[src/rtl/tinker_pkg.sv]
// Shared types and constants for the Tinker program loader.
package tinker_pkg;

  typedef enum logic [2:0] {
    IDLE,
    COLLECT,
    WRITE,
    DONE,
    ERR
  } loader_state_t;

  localparam logic [63:0] TINKER_CODE_BASE = 64'h2000;
  localparam int unsigned TINKER_MEM_BYTES = 524288;

endpackage

[src/rtl/tinker_program_loader_if.sv]
// Byte-stream handshake between an image source (master) and the loader (slave).
interface tinker_program_loader_if;
  logic       in_valid;
  logic [7:0] in_data;
  logic       in_last;
  logic       in_ready;

  modport master (output in_valid, output in_data, output in_last, input in_ready);
  modport slave  (input in_valid, input in_data, input in_last, output in_ready);
endinterface

[src/rtl/tinker_program_loader_le_byte_packer.sv]
// Little-endian byte packer: byte k of a word lands in bits [8k+7:8k].
// word_next shows the word with data inserted at the current index, so the
// caller can capture a completed word in the same cycle as its final byte.
module le_byte_packer (
  input  logic        clk,
  input  logic        reset,
  input  logic        clear,
  input  logic        load,
  input  logic [7:0]  data,
  output logic [1:0]  idx,
  output logic [31:0] word,
  output logic [31:0] word_next
);

  // Insert the incoming byte at the current index.
  always_comb begin
    word_next = word;
    word_next[{idx, 3'b000} +: 8] = data;
  end

  // Index counter and packed word; clear wins over load.
  always_ff @(posedge clk) begin
    // NOTE: sequential state uses <= so every flop updates from pre-edge values.
    if (reset || clear) begin
      idx  <= 2'd0;
      word <= 32'd0;
    end else if (load) begin
      idx  <= idx + 2'd1;
      word <= word_next;
    end
  end

endmodule

[src/rtl/tinker_program_loader.sv]
// Tinker program loader: packs a byte stream into 32-bit words, writes them
// from BASE_ADDR upward, and holds the core in reset until the image is in.
// Optional running byte checksum enabled by defining TINKER_LOADER_CHECKSUM_EN.
module tinker_program_loader
  import tinker_pkg::*;
#(
  parameter logic [63:0] BASE_ADDR = TINKER_CODE_BASE,
  parameter int unsigned MEM_BYTES = TINKER_MEM_BYTES
) (
  input  logic                     clk,
  input  logic                     reset,
  input  logic                     start,
  tinker_program_loader_if.slave   src,
  output logic                     mem_we,
  output logic [31:0]              mem_addr,
  output logic [31:0]              mem_wdata,
  output logic                     core_reset,
  output logic                     done,
  output logic                     error,
  output logic [31:0]              words_written,
  output logic [7:0]               checksum
);

  loader_state_t state_q, state_d;

  logic        accept;
  logic        start_load;
  logic        close_word;
  logic        last_q;
  logic        overflow;
  logic [1:0]  byte_idx;
  logic [31:0] packed_word;
  logic [31:0] packed_next;
  logic [31:0] addr32;
  logic [63:0] word_addr;

  assign accept     = src.in_valid & src.in_ready;
  assign start_load = start && (state_q == IDLE || state_q == DONE || state_q == ERR);
  assign close_word = accept && (byte_idx == 2'd3 || src.in_last);

  // Full-width address for the overflow test; the bus address is truncated.
  assign word_addr = BASE_ADDR + {30'd0, words_written, 2'b00};
  assign overflow  = (word_addr + 64'd3) >= 64'(MEM_BYTES);
  assign addr32    = BASE_ADDR[31:0] + {words_written[29:0], 2'b00};

  le_byte_packer u_packer (
    .clk       (clk),
    .reset     (reset),
    .clear     (start_load || state_q == WRITE),
    .load      (accept),
    .data      (src.in_data),
    .idx       (byte_idx),
    .word      (packed_word),
    .word_next (packed_next)
  );

  // Next-state selection.
  always_comb begin
    // NOTE: default first so every path assigns state_d and no latch is inferred.
    state_d = state_q;
    case (state_q)
      IDLE:    if (start) state_d = COLLECT;
      COLLECT: if (close_word) state_d = overflow ? ERR : WRITE;
      WRITE:   state_d = last_q ? DONE : COLLECT;
      DONE:    if (start) state_d = COLLECT;
      ERR:     if (start) state_d = COLLECT;
      default: state_d = IDLE;
    endcase
  end

  // State register plus registered outputs derived from the next state.
  always_ff @(posedge clk) begin
    if (reset) begin
      state_q       <= IDLE;
      src.in_ready  <= 1'b0;
      mem_we        <= 1'b0;
      mem_addr      <= 32'd0;
      mem_wdata     <= 32'd0;
      core_reset    <= 1'b1;
      done          <= 1'b0;
      error         <= 1'b0;
      words_written <= 32'd0;
      last_q        <= 1'b0;
    end else begin
      state_q      <= state_d;
      src.in_ready <= (state_d == COLLECT);
      mem_we       <= (state_d == WRITE);
      core_reset   <= (state_d != DONE);
      done         <= (state_d == DONE);
      error        <= (state_d == ERR);
      if (state_q == COLLECT && state_d == WRITE) begin
        mem_addr  <= addr32;
        mem_wdata <= packed_next;
      end
      if (start_load) begin
        words_written <= 32'd0;
        last_q        <= 1'b0;
      end else begin
        if (state_q == WRITE) words_written <= words_written + 32'd1;
        if (accept && src.in_last) last_q <= 1'b1;
        else if (state_q == WRITE) last_q <= 1'b0;
      end
    end
  end

`ifdef TINKER_LOADER_CHECKSUM_EN
  // Running mod-256 sum of accepted bytes, cleared when a load starts.
  always_ff @(posedge clk) begin
    if (reset || start_load) checksum <= 8'h00;
    else if (accept)         checksum <= checksum + src.in_data;
  end
`else
  assign checksum = 8'h00;
`endif

endmodule

[src/flat_wrapper.sv]
// flat-port wrapper written by rule: the top's interface ports become plain ports
module tinker_program_loader_flat import tinker_pkg::*;
#(
  parameter logic [63:0] BASE_ADDR = TINKER_CODE_BASE,
  parameter int unsigned MEM_BYTES = TINKER_MEM_BYTES
)
  (clk, reset, start, mem_we, mem_addr, mem_wdata, core_reset, done, error, words_written, checksum, src_in_valid, src_in_data, src_in_last, src_in_ready);
  tinker_program_loader_if src_i ();
  input  logic clk;
  input  logic reset;
  input  logic start;
  output logic mem_we;
  output logic [31:0] mem_addr;
  output logic [31:0] mem_wdata;
  output logic core_reset;
  output logic done;
  output logic error;
  output logic [31:0] words_written;
  output logic [7:0] checksum;
  input wire logic [$bits(src_i.in_valid)-1:0] src_in_valid;
  input wire logic [$bits(src_i.in_data)-1:0] src_in_data;
  input wire logic [$bits(src_i.in_last)-1:0] src_in_last;
  output wire logic [$bits(src_i.in_ready)-1:0] src_in_ready;
  assign src_i.in_valid = src_in_valid;
  assign src_i.in_data = src_in_data;
  assign src_i.in_last = src_in_last;
  assign src_in_ready = src_i.in_ready;
  tinker_program_loader #(.BASE_ADDR(BASE_ADDR), .MEM_BYTES(MEM_BYTES)) u_core (.clk(clk), .reset(reset), .start(start), .src(src_i), .mem_we(mem_we), .mem_addr(mem_addr), .mem_wdata(mem_wdata), .core_reset(core_reset), .done(done), .error(error), .words_written(words_written), .checksum(checksum));
endmodule
[config.mk]
export PLATFORM = sky130hd
export DESIGN_NAME = tinker_program_loader_flat
export DESIGN_NICKNAME = d
export VERILOG_FILES = /design/src/rtl/tinker_pkg.sv /design/src/rtl/tinker_program_loader_if.sv /design/src/rtl/tinker_program_loader_le_byte_packer.sv /design/src/rtl/tinker_program_loader.sv /design/src/flat_wrapper.sv
export SDC_FILE = /design/constraint.sdc
export NUM_CORES = 1
export LEC_CHECK = 0
export BUFFER_PORTS_ARGS = -buffer_cell sky130_fd_sc_hd__buf_2
export CORE_ASPECT_RATIO = 0.75
export CORE_MARGIN = 5
export CORE_UTILIZATION = 45
export CTS_BUF_LIST = sky130_fd_sc_hd__clkbuf_4 sky130_fd_sc_hd__clkbuf_8
export CTS_CLUSTER_DIAMETER = 30
export CTS_CLUSTER_SIZE = 12
export DETAILED_ROUTE_END_ITERATION = 10
export GPL_TIMING_DRIVEN = 0
export PLACE_DENSITY_LB_ADDON = 0.3
export SYNTH_ARGS = -nofsm -noshare
export SYNTH_HDL_FRONTEND = slang
export SYNTH_SLANG_ARGS = --single-unit
[constraint.sdc]
create_clock -name clk -period 3.72 [get_ports clk]
set_input_delay 0.558 -clock clk [delete_from_list [all_inputs] [get_ports clk]]
set_output_delay 0.558 -clock clk [all_outputs]
set_load 0.01 [all_outputs]
# Word-level counts from Yosys, hierarchy flattened
# Index checks and enable logic that the tools add are counted.
# word_totals
output_inout_bits	109
register_bits	139
inputBits	13
elab_cells	53
# op_classes
n_bitwise	1
reduce_logical	13
order_cmp	1
shift	2
eq_ne	10
add_sub_neg	6
muxes	8
# ops
operator	count
adder 64 x 2 -> 64 bit, second input constant	1
>= comparator 64 x 20 -> 1 bit, second input constant	1
adder 14 x 34 -> 35 bit, first input constant	1
adder 14 x 32 -> 32 bit, first input constant	1
adder 32 x 1 -> 32 bit, second input constant	1
bitwise mux 32 bit	1
variable shift 8 x 7 -> 32 bit, first input constant	1
variable part select 8 x 7 -> 32 bit	1
== test 3 x 2 -> 1 bit, second input constant	4
2-to-1 mux 3 bit	3
case mux 3 bit (3 select lines)	1
negation 5 -> 7 bit	1
== test 3 x 1 -> 1 bit, second input constant	2
== test 3 bit, second input constant	2
logical OR 1 bit	5
logical AND 1 bit	4
logical NOT 3 bit	1
inequality test 3 x 2 -> 1 bit, second input constant	1
OR reduction 3 bit	1
adder 2 x 1 -> 2 bit, second input constant	1
== test 2 bit, second input constant	1
2-to-1 mux 1 bit	2
2-to-1 mux 2 bit	1
nonzero test 2 bit	1
2 further kinds	2

# Longest topological paths before layout
# Gate-level depths: netlist of run 1.
# logic_depth
word_depth	8
depth_mapped	9

# Hierarchy
# From an unflattened synthesis of run 1, not the netlist that was laid out.
# unflattened
hier_cells	732
hier_area_um2	6552.5
# modules_own_cells
module	seq_area_each_um2	area_per_inst_um2	n_inst	cells_per_inst
tinker_program_loader	2062.0	4740.8	1	526
le_byte_packer	680.7	1811.7	1	206

# Least setup slack after synthesis of run 1
# No wires, ideal clock.
# synth_timing
path_type	input -> register
start	input src_in_valid
end	register u_core.mem_wdata[20]
arrival_time_ns	2.689
setup_time_ns	0.123
n_path_buf	2
required_ns	3.597
path_stages	8
setup_slack_ns	0.908
path_cell_list	and2_1 o21ai_1 or4b_2 or4b_4 nor4_4 buf_6 buf_8 mux2_1
# synth_via
elab_chain_len	6
# synth_rtl
element	line	text
start, declared	flat_wrapper.sv:20	input wire logic [$bits(src_i.in_valid)-1:0] src_in_valid;
bitwise AND 1 bit	tinker_program_loader.sv:37	assign accept = src.in_valid & src.in_ready;
logical AND 1 bit	tinker_program_loader.sv:39	assign close_word = accept && (byte_idx == 2'd3 || src.in_last);
2-to-1 mux 3 bit	tinker_program_loader.sv:63	COLLECT: if (close_word) state_d = overflow ? ERR : WRITE;
case mux 3 bit (3 select lines)	tinker_program_loader.sv:61	case (state_q)
== test 3 x 2 -> 1 bit	tinker_program_loader.sv:91	if (state_q == COLLECT && state_d == WRITE) begin
logical AND 1 bit	tinker_program_loader.sv:91	
end signal, assigned	tinker_program_loader.sv:93	mem_wdata <= packed_next;
end, declared	tinker_program_loader.sv:16	output logic [31:0] mem_wdata,
# Every way passes these cells.
# A chain may end at the register's enable or synchronous reset.

# Worst setup path after layout of run 1
# layout_timing
start	register u_core.words_written[18]
end	register u_core.mem_wdata[18]
# layout_via
elab_chain_len	8
# layout_rtl
element	line	text
start, declared	tinker_program_loader.sv:20	output logic [31:0] words_written,
start signal, assigned	tinker_program_loader.sv:99	if (state_q == WRITE) words_written <= words_written + 32'd1;
adder 14 x 34 -> 35 bit	tinker_program_loader.sv:42	assign word_addr = BASE_ADDR + {30'd0, words_written, 2'b00};
adder 64 x 2 -> 64 bit	tinker_program_loader.sv:43	assign overflow = (word_addr + 64'd3) >= 64'(MEM_BYTES);
>= comparator 64 x 20 -> 1 bit	tinker_program_loader.sv:43	
2-to-1 mux 3 bit (2 in a row)	tinker_program_loader.sv:63	
case mux 3 bit (3 select lines)	tinker_program_loader.sv:61	
== test 3 x 2 -> 1 bit	tinker_program_loader.sv:91	
logical AND 1 bit	tinker_program_loader.sv:91	
# Every way passes these cells.

==> results by group, run 1 <==
Worst setup path
  – Crit path DAT: 3.47 ns
  – R2r setup slk: 0.58 ns
  – Reg2reg end: u_core.mem_wdata[18]
  – Worst Setup End Kind: flip-flop
  – Worst Reg-to-Reg Cells: 9
  – CP endpoint: u_core.mem_wdata[18]
  – Startpoint types: flip-flop
  – Reg2reg start: u_core.words_written[18]
  – Worst EP required: 4.05 ns
  – Worst Setup SP: u_core.words_written[18]
  – Critical path class: flip-flop to flip-flop
  – Top fanout value on the critical path: 10

Final layout
  – # fillers: 1386
  – Nets: 896
  – Commonest cells after routing, fill and taps aside: 137 x dfxtp_1, 118 x nor2_1, 108 x buf_2, 71 x nor2b_1
  – Proportion of layout cells with a drive suffix above 1: 19.7%
  – Register area: 2740 um^2
  – Diode count: 0
  – Most common cell after layout, fill and taps aside: dfxtp_1
  – Area of the multi-input gates: 3420 um^2
  – Area delta synth->final: 19.2%

Synthesis
  – Post-synthesis xor/xnor area fraction: 4.93%
  – Synth Area in Compound Gates: 8.99%
  – Yosys cell types: 56
  – Post-synthesis simple-gate area fraction: 27.6%
  – Asr flop ratio synth: 0%
  – EDFF count, synth: 0
  – Yosys warning total: 0
  – Sequential area share after synthesis: 41.7%
  – Mux share of post-synthesis cell area: 8.63%
  – Largest family of logic cells by synthesized area: simple AND/OR/NAND/NOR gates
  – Mapped Cells: 746
  – Synthesized area per cell: 8.81 um^2
  – Mapped Area: 6570 um^2
  – Ys flop type: dfxtp_1
  – Adder-Cell Fraction of Synth Area: 1.33%
  – Flops & latches, synth: 137

Die
  – Cell Rows: 38
  – Die Span X: 150 um
  – Ports: 122
  – Die Ht: 115 um
  – Core area: 14400 um^2
  – Die area: 17100 um^2
  – Starting density of the core: 45.6%

Hold path
  – Hold crit path type: primary input to flip-flop

Drt
  – Iter 0 DRT Violations: 433
  – Met2 WL post-DR: 6350 um
  – Final WL: 16400 um
  – Via density: 5.04
  – Routed Antenna Nets: 0
  – DR WL met3: 1220 um
  – DR vias: 5487
  – WL met1: 8580 um
  – DR WL/cell: 15.1 um
  – DR top layer: met4
  – DR pass1 iterations: 5
  – DRC Markers: 0

Power and ir drop
  – Power Total: 3.04 mW
  – Lkg Pwr: 3.26 nW
  – Reg power frac: 48.7%
  – Clock power share: 46.5%
  – Internal Power: 2.38 mW
  – PD cells: 388 nW/um^2
  – NetSw: 0.661 mW
  – Logic pwr share: 4.8%
  – Switching share of power: 21.8%
  – Worst vdd ir: 0.198 mV

Place
  – Dpl hpwl: 11900 um
  – Routability cong.: 0.870
  – Port Buffers: 102

CTS
  – PostCTS Resize Cnt: 0
  – Worst-path clk slew: 0.07 ns
  – CTS tree: built
  – Num CTS Buffers: 17
  – TritonCTS Sinks: 137
  – Post CTS Setup Buffer Count: 0
  – Worst-Skew Late Latency: 0.45 ns
  – Max H-tree Level: 4
  – CTS max path bufs: 2
  – CTS Root Cell: clkbuf_8
  – Hold_buf cts: 0

Global routing
  – Largest net degree at the start of global routing: 17
  – Global-route wire length before repair: 26400 um
  – Gr usage total: 19.5%
  – Gr ovfl total: 0
  – Number of global-route vias before repair: 5102
  – Initial antenna violation count: 0

Timing
  – Setup TNS: 0 ns
  – Measured slew at the worst slew-check pin: 1.01 ns
  – Tmin final: 3.14 ns
  – Peak Freq: 318 MHz
  – Final setup fails: 0
  – Clk_skew: 0.0107 ns
  – RSZ-0062 raised after global routing: no
  – Worst slew margin: 32.4%
  – Final period util: 84.4%
  – Fin. Hold Viols: 0
  – Final Max Tran Viols: 0

Status
  – Status: finished, final reports clean

Job
  – Max-cap viol count: 0
==> worst min-delay path by stage <==
| stage | from | endpoint | slack [ns] | cells after the start |
|---|---|---|---|---|
| 6_report | src_in_last | u_core.last_q | 0.37 | 3 |
| 5_1_grt | src_in_last | u_core.last_q | 0.35 | 3 |
| 4_1_cts | src_in_last | u_core.last_q | 0.34 | 3 |
| 3_5_place_dp | u_core.mem_addr[25] | u_core.mem_addr[25] | 0.46 | 1 |
| 3_3_place_gp | u_core.mem_addr[28] | u_core.mem_addr[28] | 0.46 | 1 |
| 2_1_floorplan | u_core.u_packer.word[0] | u_core.u_packer.word[0] | 0.47 | 2 |
==> per-stage QoR <==
step,cells,util (%),cell area (um^2),worst slack (ns),hold WS (ns)
6_report,1088,54.4,7830,0.580,0.374
5_1_grt,1088,54.4,7830,0.412,0.354
4_1_cts,1088,54.3,7820,0.587,0.339
3_5_place_dp,1057,51.1,7360,0.547,0.463
3_3_place_gp,1057,51.1,7360,0.569,0.459
2_1_floorplan,755,-,6600,0.908,0.471
==> cell usage after synthesis, drive strengths merged (8+ instances only) <==
cell | number | share of area (%)
dfxtp | 137 | 42
nor2 | 118 | 6.7
nor2b | 71 | 6.8
clkbuf | 43 | 2.5
a21oi | 42 | 3.2
mux2 | 37 | 6.3
buf | 35 | 4.0
a22oi | 33 | 3.8
nand2 | 27 | 1.5
nand2b | 26 | 2.5
xnor2 | 21 | 2.8
xor2 | 16 | 2.1
mux2i | 15 | 2.3
nor3b | 14 | 1.7
nand3 | 12 | 0.99
nand4 | 11 | 1.0
nor3 | 8 | 0.61
nor4 | 8 | 1.1
o21ai | 8 | 0.61
==> critical path, stage by stage (launching register included) <==
cell and delay (ns):
dfxtp_1 0.33, buf_2 0.21, nand4_1 0.28, nor4_1 0.48, mux2i_1 0.32, or4b_4 0.52
nor4_4 0.16, buf_6 0.21, buf_6 0.17, mux2_1 0.34
==> routing by layer <==
| metal | track usage (%) | vias up |
|---|---|---|
| met5 | 0 | - |
| met4 | 6.71 | 0 |
| met3 | 5.94 | 24 |
| met2 | 26.3 | 160 |
| met1 | 29.0 | 2544 |
| li1 | - | 2759 |
==> cells by family after synthesis <==
family | after synthesis
multiplexers | 52
buffers and inverters | 83
adder cells (fa/ha/maj) | 7
other | 1
flip-flops | 137
XOR/XNOR | 37
AND/OR/NAND/NOR | 334
AO/OA/AOI/OAI | 95
==> state kept, by name (all words and copies together), names as in the netlist <==
name                  cells
u_core.mem_wdata         32
u_core.last_q             1
u_core.core_reset         1
u_core.src.in_ready       1
u_core.mem_we             1
u_core.error              1
u_core.mem_addr          30
u_core.u_packer.word     32
u_core.done               1
u_core.u_packer.idx       2
u_core.state_q            3
u_core.words_written     32
==> layout make-up <==
class                   instances  area share (%)
plain buffers                  78            5.43
clock inverters                 8            2.14
multi-input cells             535            43.7
well taps                     200            3.20
repair buffers                102            6.52
flip-flops and latches        137            35.0
inverters                       5           0.240
clock buffers                  23            3.72
==> power groups by stage <==
stage                     registers [mW]  logic [mW]  clock network [mW]
after floorplan                     1.51       0.102                   0
after global placement              1.51       0.144                   0
after detailed placement            1.51       0.145                   0
after CTS                           1.48       0.145                1.44
after global routing                1.48       0.162                1.50
final                               1.48       0.146                1.41
No activity file was read; power rests on OpenSTA's default activity.
==> run 2, diff against run 1 <==
Clock period 3.72 ns to 2.7 ns, I/O delays scaled along.
==> results by group, run 2 (synthesis results as in run 1) <==
Place
  – Dpl hpwl: 11800 um (was 11900 um)
  – Port Buffers: 102 (unchanged)
  – Routability cong.: 0.838 (was 0.870)

CTS
  – TritonCTS Sinks: 137 (unchanged)
  – Worst-path clk slew: 0.08 ns (was 0.07 ns)
  – CTS max path bufs: 2 (unchanged)
  – Num CTS Buffers: 17 (unchanged)
  – CTS tree: built (unchanged)
  – Hold_buf cts: 0 (unchanged)
  – Max H-tree Level: 4 (unchanged)
  – CTS Root Cell: clkbuf_8 (unchanged)
  – Worst-Skew Late Latency: 0.45 ns (about the same)

Final layout
  – Proportion of layout cells with a drive suffix above 1: 26.2% (was 19.7%)
  – Largest registers: u_core.mem_wdata (32), u_core.u_packer.word (32), u_core.words_written (32) (unchanged)
  – # fillers: 1305 (was 1386)
  – Commonest cells after routing, fill and taps aside: 121 x dfxtp_1, 118 x nor2_1, 102 x buf_2, 71 x nor2b_1, 41 x a21oi_1 (was 137 x dfxtp_1, 118 x nor2_1, 108 x buf_2, 71 x nor2b_1)
  – Nets: 913 (was 896)
  – Util after Layout: 57.3% (was 54.4%)
  – Most common cell after layout, fill and taps aside: dfxtp_1 (unchanged)
  – Diode count: 0 (unchanged)
  – Area delta synth->final: 25.7% (was 19.2%)

Global routing
  – Gr usage total: 19.8% (was 19.5%)
  – Initial antenna violation count: 0 (unchanged)
  – Gr ovfl total: 0 (unchanged)
  – Number of global-route vias before repair: 5040 (was 5102)
  – Largest net degree at the start of global routing: 17 (unchanged)
  – Global-route wire length before repair: 26800 um (was 26400 um)

Timing
  – Peak Freq: 362 MHz (was 318 MHz)
  – Final Max Tran Viols: 0 (unchanged)
  – Tmin final: 2.76 ns (was 3.14 ns)
  – Measured slew at the worst slew-check pin: 0.839 ns (was 1.01 ns)
  – Final setup fails: 27 (was 0)
  – Fin. Hold Viols: 0 (unchanged)
  – RSZ-0062 raised after global routing: yes (was no)
  – Clk_skew: 0.00908 ns (was 0.0107 ns)
  – Worst slew margin: 43.9% (was 32.4%)
  – Worst setup margin: -0.0616 ns (was 0.580 ns)
  – Final period util: 102% (was 84.4%)
  – Setup TNS: -0.876 ns (was 0 ns)
  – Hold WS: 0.223 ns (was 0.374 ns)

Worst setup path
  – Slowest CP cell: or4b_4 (unchanged)
  – Delay-heaviest family, CP: simple AND/OR/NAND/NOR gates (unchanged)
  – Critical path class: flip-flop to flip-flop (unchanged)
  – Crit path cell chain: nand4_1 > buf_4 > nor2_1 > a31oi_1 > or4b_4 > nor4_4 > buf_6 > buf_12 > buf_8 > mux2_1 (was buf_2 > nand4_1 > nor4_1 > mux2i_1 > or4b_4 > nor4_4 > buf_6 > buf_6 > mux2_1)
  – Slowest stage delay, CP: 0.57 ns (was 0.52 ns)
  – R2r setup slk: -0.06 ns (was 0.58 ns)
  – Worst Path Buf+Inv: 4 (was 3)
  – Top fanout value on the critical path: 8 (was 10)
  – Startpoint types: flip-flop (unchanged)
  – Worst Setup End Kind: flip-flop (unchanged)
  – Crit path DAT: 3.09 ns (was 3.47 ns)
  – Worst EP required: 3.03 ns (was 4.05 ns)

Die
  – Ports: 122 (unchanged)
  – Die area: 17100 um^2 (unchanged)
  – Core area: 14400 um^2 (unchanged)
  – Die Ht: 115 um (unchanged)
  – Die Span X: 150 um (unchanged)
  – Cell Rows: 38 (unchanged)
  – Starting density of the core: 45.6% (unchanged)

Hold path
  – Hold crit path type: primary input to flip-flop (unchanged)

Power and ir drop
  – Worst vdd ir: 0.327 mV (was 0.198 mV)
  – PD cells: 501 nW/um^2 (was 388 nW/um^2)
  – Lkg Pwr: 3.41 nW (was 3.26 nW)

Drt
  – Iter 0 DRT Violations: 502 (was 433)
  – DR pass1 iterations: 5 (unchanged)
  – DRC Markers: 0 (unchanged)
  – DR vias: 5578 (was 5487)
  – DR WL/cell: 15.6 um (was 15.1 um)
  – Final WL: 17200 um (was 16400 um)
  – Via density: 5.04 (about the same)
  – Routed Antenna Nets: 0 (unchanged)

Status
  – Status: finished with violations (was finished, final reports clean)
  – Failing checks: setup timing

Job
  – Max-cap viol count: 0 (unchanged)
[run 2: cell count changes in the layout (fill, tap and decap cells not counted), moves of 3 or more]
cell	change
buf_2	-6
buf_4	+17
buf_8	+3
clkbuf_1	-3
clkbuf_4	-3
clkinvlp_4	+3
dfxtp_1	-16
dfxtp_2	+10
dfxtp_4	+6
mux2_1	-14
mux2_4	+14
[run 2: tightest hold or removal path, cell delays in order]
cell,delay (ns)
buf_2,0.10
a21oi_1,0.06
nor2_1,0.07
[run 2: metal layers]
| metal | vias to the layer above | part of all wire (%) | routed length [um] | track usage [%] |
|---|---|---|---|---|
| met4 | 0 | 1.2 | 207 | 5.73 |
| met5 | - | 0 | 0 | 0 |
| met3 | 21 | 6.6 | 1130 | 5.34 |
| li1 | 2791 | - | - | - |
| met2 | 161 | 41 | 7040 | 27.2 |
| met1 | 2605 | 51 | 8810 | 30.0 |
[run 2: path summary, 6_finish.rpt]
check / start / to / cells after the start
min reg2reg: u_core.mem_addr[28] / u_core.mem_addr[28] / 1
min: src_in_last / u_core.last_q / 3
max reg2reg: u_core.words_written[19] / u_core.mem_wdata[19] / 10
max: u_core.words_written[19] / u_core.mem_wdata[19] / 10
[run 2: report_power, final]
| part | total, mW | switching, mW | internal (mW) |
|---|---|---|---|
| Clock | 1.90 | 0.807 | 1.09 |
| Combinational | 0.214 | 0.144 | 0.0707 |
| Sequential | 2.03 | 0.00885 | 2.02 |
| Total | 4.14 | 0.960 | 3.18 |
[run 2: what timing repair did]
item | in CTS | in global routing
gates cloned | 2 | 1
resized for setup | 37 | 29
hold endpoints to repair | 0 | 0
pin swaps | 2 | 3
setup buffers | 16 | 4
endpoints found under the setup margin | 74 | 77
[run 2: layout make-up]
type / instances / area [um^2] / area share [%]
inverter: 5 / 18.8 / 0.227
multi-input combinational: 535 / 3580 / 43.3
tap: 200 / 250 / 3.03
clock inverter: 11 / 169 / 2.05
timing repair buffer: 125 / 754 / 9.13
buffer: 72 / 430 / 5.21
sequential: 137 / 2780 / 33.6
clock buffer: 21 / 283 / 3.42
[run 2: per-stage QoR]
| stage | power, mW | instances | worst slack (ns) | area (um^2) |
|---|---|---|---|---|
| floorplan | 2.22 | 755 | 0.000552 | 6640 |
| global placement | 2.28 | 1057 | -0.305 | 7400 |
| detailed placement | 2.28 | 1057 | -0.302 | 7400 |
| CTS | 4.17 | 1102 | -0.0183 | 8130 |
| global route | 4.29 | 1106 | -0.255 | 8260 |
| finish | 4.14 | 1106 | -0.0616 | 8260 |
==> run 3, diff against run 2 <==
Settings changed: SETUP_SLACK_MARGIN set to 0.4.
==> results by group, run 3 (synthesis results as in run 1) <==
Timing
  – Tmin final: 2.69 ns (was 2.76 ns)
  – Clk_skew: 0.00981 ns (was 0.00908 ns)
  – Final period util: 99.7% (was 102%)
  – Peak Freq: 371 MHz (was 362 MHz)
  – Worst slew margin: 59.9% (was 43.9%)
  – Setup TNS: 0 ns (was -0.876 ns)
  – Hold WS: 0.218 ns (was 0.223 ns)
  – Final Max Tran Viols: 0 (unchanged)
  – Fin. Hold Viols: 0 (unchanged)
  – Measured slew at the worst slew-check pin: 0.602 ns (was 0.839 ns)
  – RSZ-0062 raised after global routing: yes (unchanged)
  – Final setup fails: 0 (was 27)

Power and ir drop
  – NetSw: 0.947 mW (was 0.960 mW)
  – Reg power frac: 48.5% (was 49.1%)
  – Internal Power: 3.25 mW (was 3.18 mW)
  – Power Total: 4.20 mW (was 4.14 mW)
  – Lkg Pwr: 3.54 nW (was 3.41 nW)
  – PD cells: 498 nW/um^2 (was 501 nW/um^2)
  – Worst vdd ir: 0.290 mV (was 0.327 mV)
  – Clock power share: 46.4% (was 45.8%)
  – Switching share of power: 22.6% (was 23.2%)
  – Logic pwr share: 5.1% (was 5.2%)

Hold path
  – Hold crit path type: primary input to flip-flop (unchanged)

CTS
  – CTS tree: built (unchanged)
  – CTS Root Cell: clkbuf_8 (unchanged)
  – CTS max path bufs: 2 (unchanged)
  – Num CTS Buffers: 17 (unchanged)
  – Max H-tree Level: 4 (unchanged)
  – Worst-Skew Late Latency: 0.46 ns (was 0.45 ns)
  – Worst-path clk slew: 0.07 ns (was 0.08 ns)
  – Hold_buf cts: 0 (unchanged)
  – TritonCTS Sinks: 137 (unchanged)

Final layout
  – Most common cell after layout, fill and taps aside: dfxtp_1 (unchanged)
  – Diode count: 0 (unchanged)
  – Area delta synth->final: 28.2% (was 25.7%)
  – Fin area: 8420 um^2 (was 8260 um^2)
  – Nets: 932 (was 913)
  – Register area: 2770 um^2 (was 2780 um^2)
  – Largest registers: u_core.mem_wdata (32), u_core.u_packer.word (32), u_core.words_written (32) (unchanged)
  – Area of the multi-input gates: 3590 um^2 (was 3580 um^2)
  – # fillers: 1276 (was 1305)
  – Commonest cells after routing, fill and taps aside: 122 x dfxtp_1, 116 x nor2_1, 102 x buf_2, 71 x nor2b_1, 48 x buf_4 (was 121 x dfxtp_1, 118 x nor2_1, 102 x buf_2, 71 x nor2b_1, 41 x a21oi_1)
  – Final Non-Filler Cells: 1125 (was 1106)
  – Proportion of layout cells with a drive suffix above 1: 28.8% (was 26.2%)

Place
  – Routability cong.: 0.852 (was 0.838)
  – DP Area: 7400 um^2 (about the same)
  – Port Buffers: 102 (unchanged)
  – Dpl hpwl: 11800 um (about the same)
  – Cells after DPL: 1057 (unchanged)

Drt
  – Iter 0 DRT Violations: 476 (was 502)
  – DR vias: 5688 (was 5578)
  – Via density: 5.06 (was 5.04)
  – DR WL/cell: 15.4 um (was 15.6 um)
  – DRC Markers: 0 (unchanged)
  – Final WL: 17300 um (was 17200 um)
  – DR pass1 iterations: 6 (was 5)
  – Routed Antenna Nets: 0 (unchanged)

Status
  – Status: finished, final reports clean (was finished with violations)

Worst setup path
  – Worst EP required: 3.08 ns (was 3.03 ns)
  – Worst Setup End Kind: flip-flop (unchanged)
  – Critical path class: flip-flop to flip-flop (unchanged)
  – Top fanout value on the critical path: 4 (was 8)
  – Startpoint types: flip-flop (unchanged)
  – Crit path DAT: 3.08 ns (was 3.09 ns)

Global routing
  – Largest net degree at the start of global routing: 17 (unchanged)
  – Number of global-route vias before repair: 5311 (was 5040)
  – Gr usage total: 20.3% (was 19.8%)
  – Global-route wire length before repair: 27500 um (was 26800 um)
  – Initial antenna violation count: 0 (unchanged)
  – Gr ovfl total: 0 (unchanged)

Die
  – Die Span X: 150 um (unchanged)
  – Core area: 14400 um^2 (unchanged)
  – Die Ht: 115 um (unchanged)
  – Ports: 122 (unchanged)
  – Die area: 17100 um^2 (unchanged)
  – Cell Rows: 38 (unchanged)
  – Starting density of the core: 45.6% (unchanged)

Job
  – Max-cap viol count: 0 (unchanged)
## run 3: metrics by stage
stage | setup slack, ns | util, %
CTS | 0.0463 | 57.4
detailed placement | -0.290 | 51.4
floorplan | 0.0260 | -
global placement | -0.304 | 51.4
finish | 0.00764 | 58.5
global route | -0.131 | 58.5
## run 3: metal layers
metal	track usage, %	wire, um
met3	6.57	1290
met1	29.4	8600
met5	0	0
met4	6.77	238
met2	28.4	7200
## run 3: worst max-delay path, stage by stage (launching register included)
cell      delay (ns)
dfxtp_4         0.38
ha_4            0.15
nand4_1         0.13
nor4_2          0.31
mux2i_1         0.25
buf_4           0.14
buf_6           0.09
buf_6           0.08
buf_6           0.08
buf_6           0.08
buf_6           0.08
buf_6           0.08
buf_6           0.08
nand4b_1        0.08
or4_4           0.49
nor2_2          0.12
## run 3: repair_timing
item,4_1_cts,5_1_grt
endpoints found under the hold margin,0,0
setup buffers,32,4
gates resized for setup,42,43
endpoints found under the setup margin,104,110
pin swaps,5,2
## run 3: final timing paths
| check | start | endpoint | slack (ns) | depth (start not counted) |
|---|---|---|---|---|
| worst max-delay path | u_core.words_written[11] | u_core.mem_we | 0.008 | 15 |
| worst min register to register | u_core.mem_addr[28] | u_core.mem_addr[28] | 0.47 | 1 |
| worst min-delay path | src_in_last | u_core.last_q | 0.22 | 3 |
| worst max register to register | u_core.words_written[11] | u_core.mem_we | 0.008 | 15 |
## run 3: layout make-up
| cell class | instances | share of cell area [%] |
|---|---|---|
| buffer | 78 | 5.97 |
| clock buffer | 20 | 3.19 |
| clock inverter | 12 | 2.33 |
| inverter | 5 | 0.223 |
| multi-input combinational | 535 | 42.7 |
| sequential | 137 | 32.9 |
| tap | 200 | 2.97 |
| timing repair buffer | 138 | 9.77 |
## run 3: power by group through the flow
stage | combinational (mW) | sequential [mW] | clock (mW)
2_1_floorplan | 0.141 | 2.08 | 0
5_1_grt | 0.234 | 2.03 | 2.09
3_5_place_dp | 0.199 | 2.08 | 0
6_report | 0.214 | 2.03 | 1.95
3_3_place_gp | 0.199 | 2.08 | 0
4_1_cts | 0.206 | 2.03 | 1.99
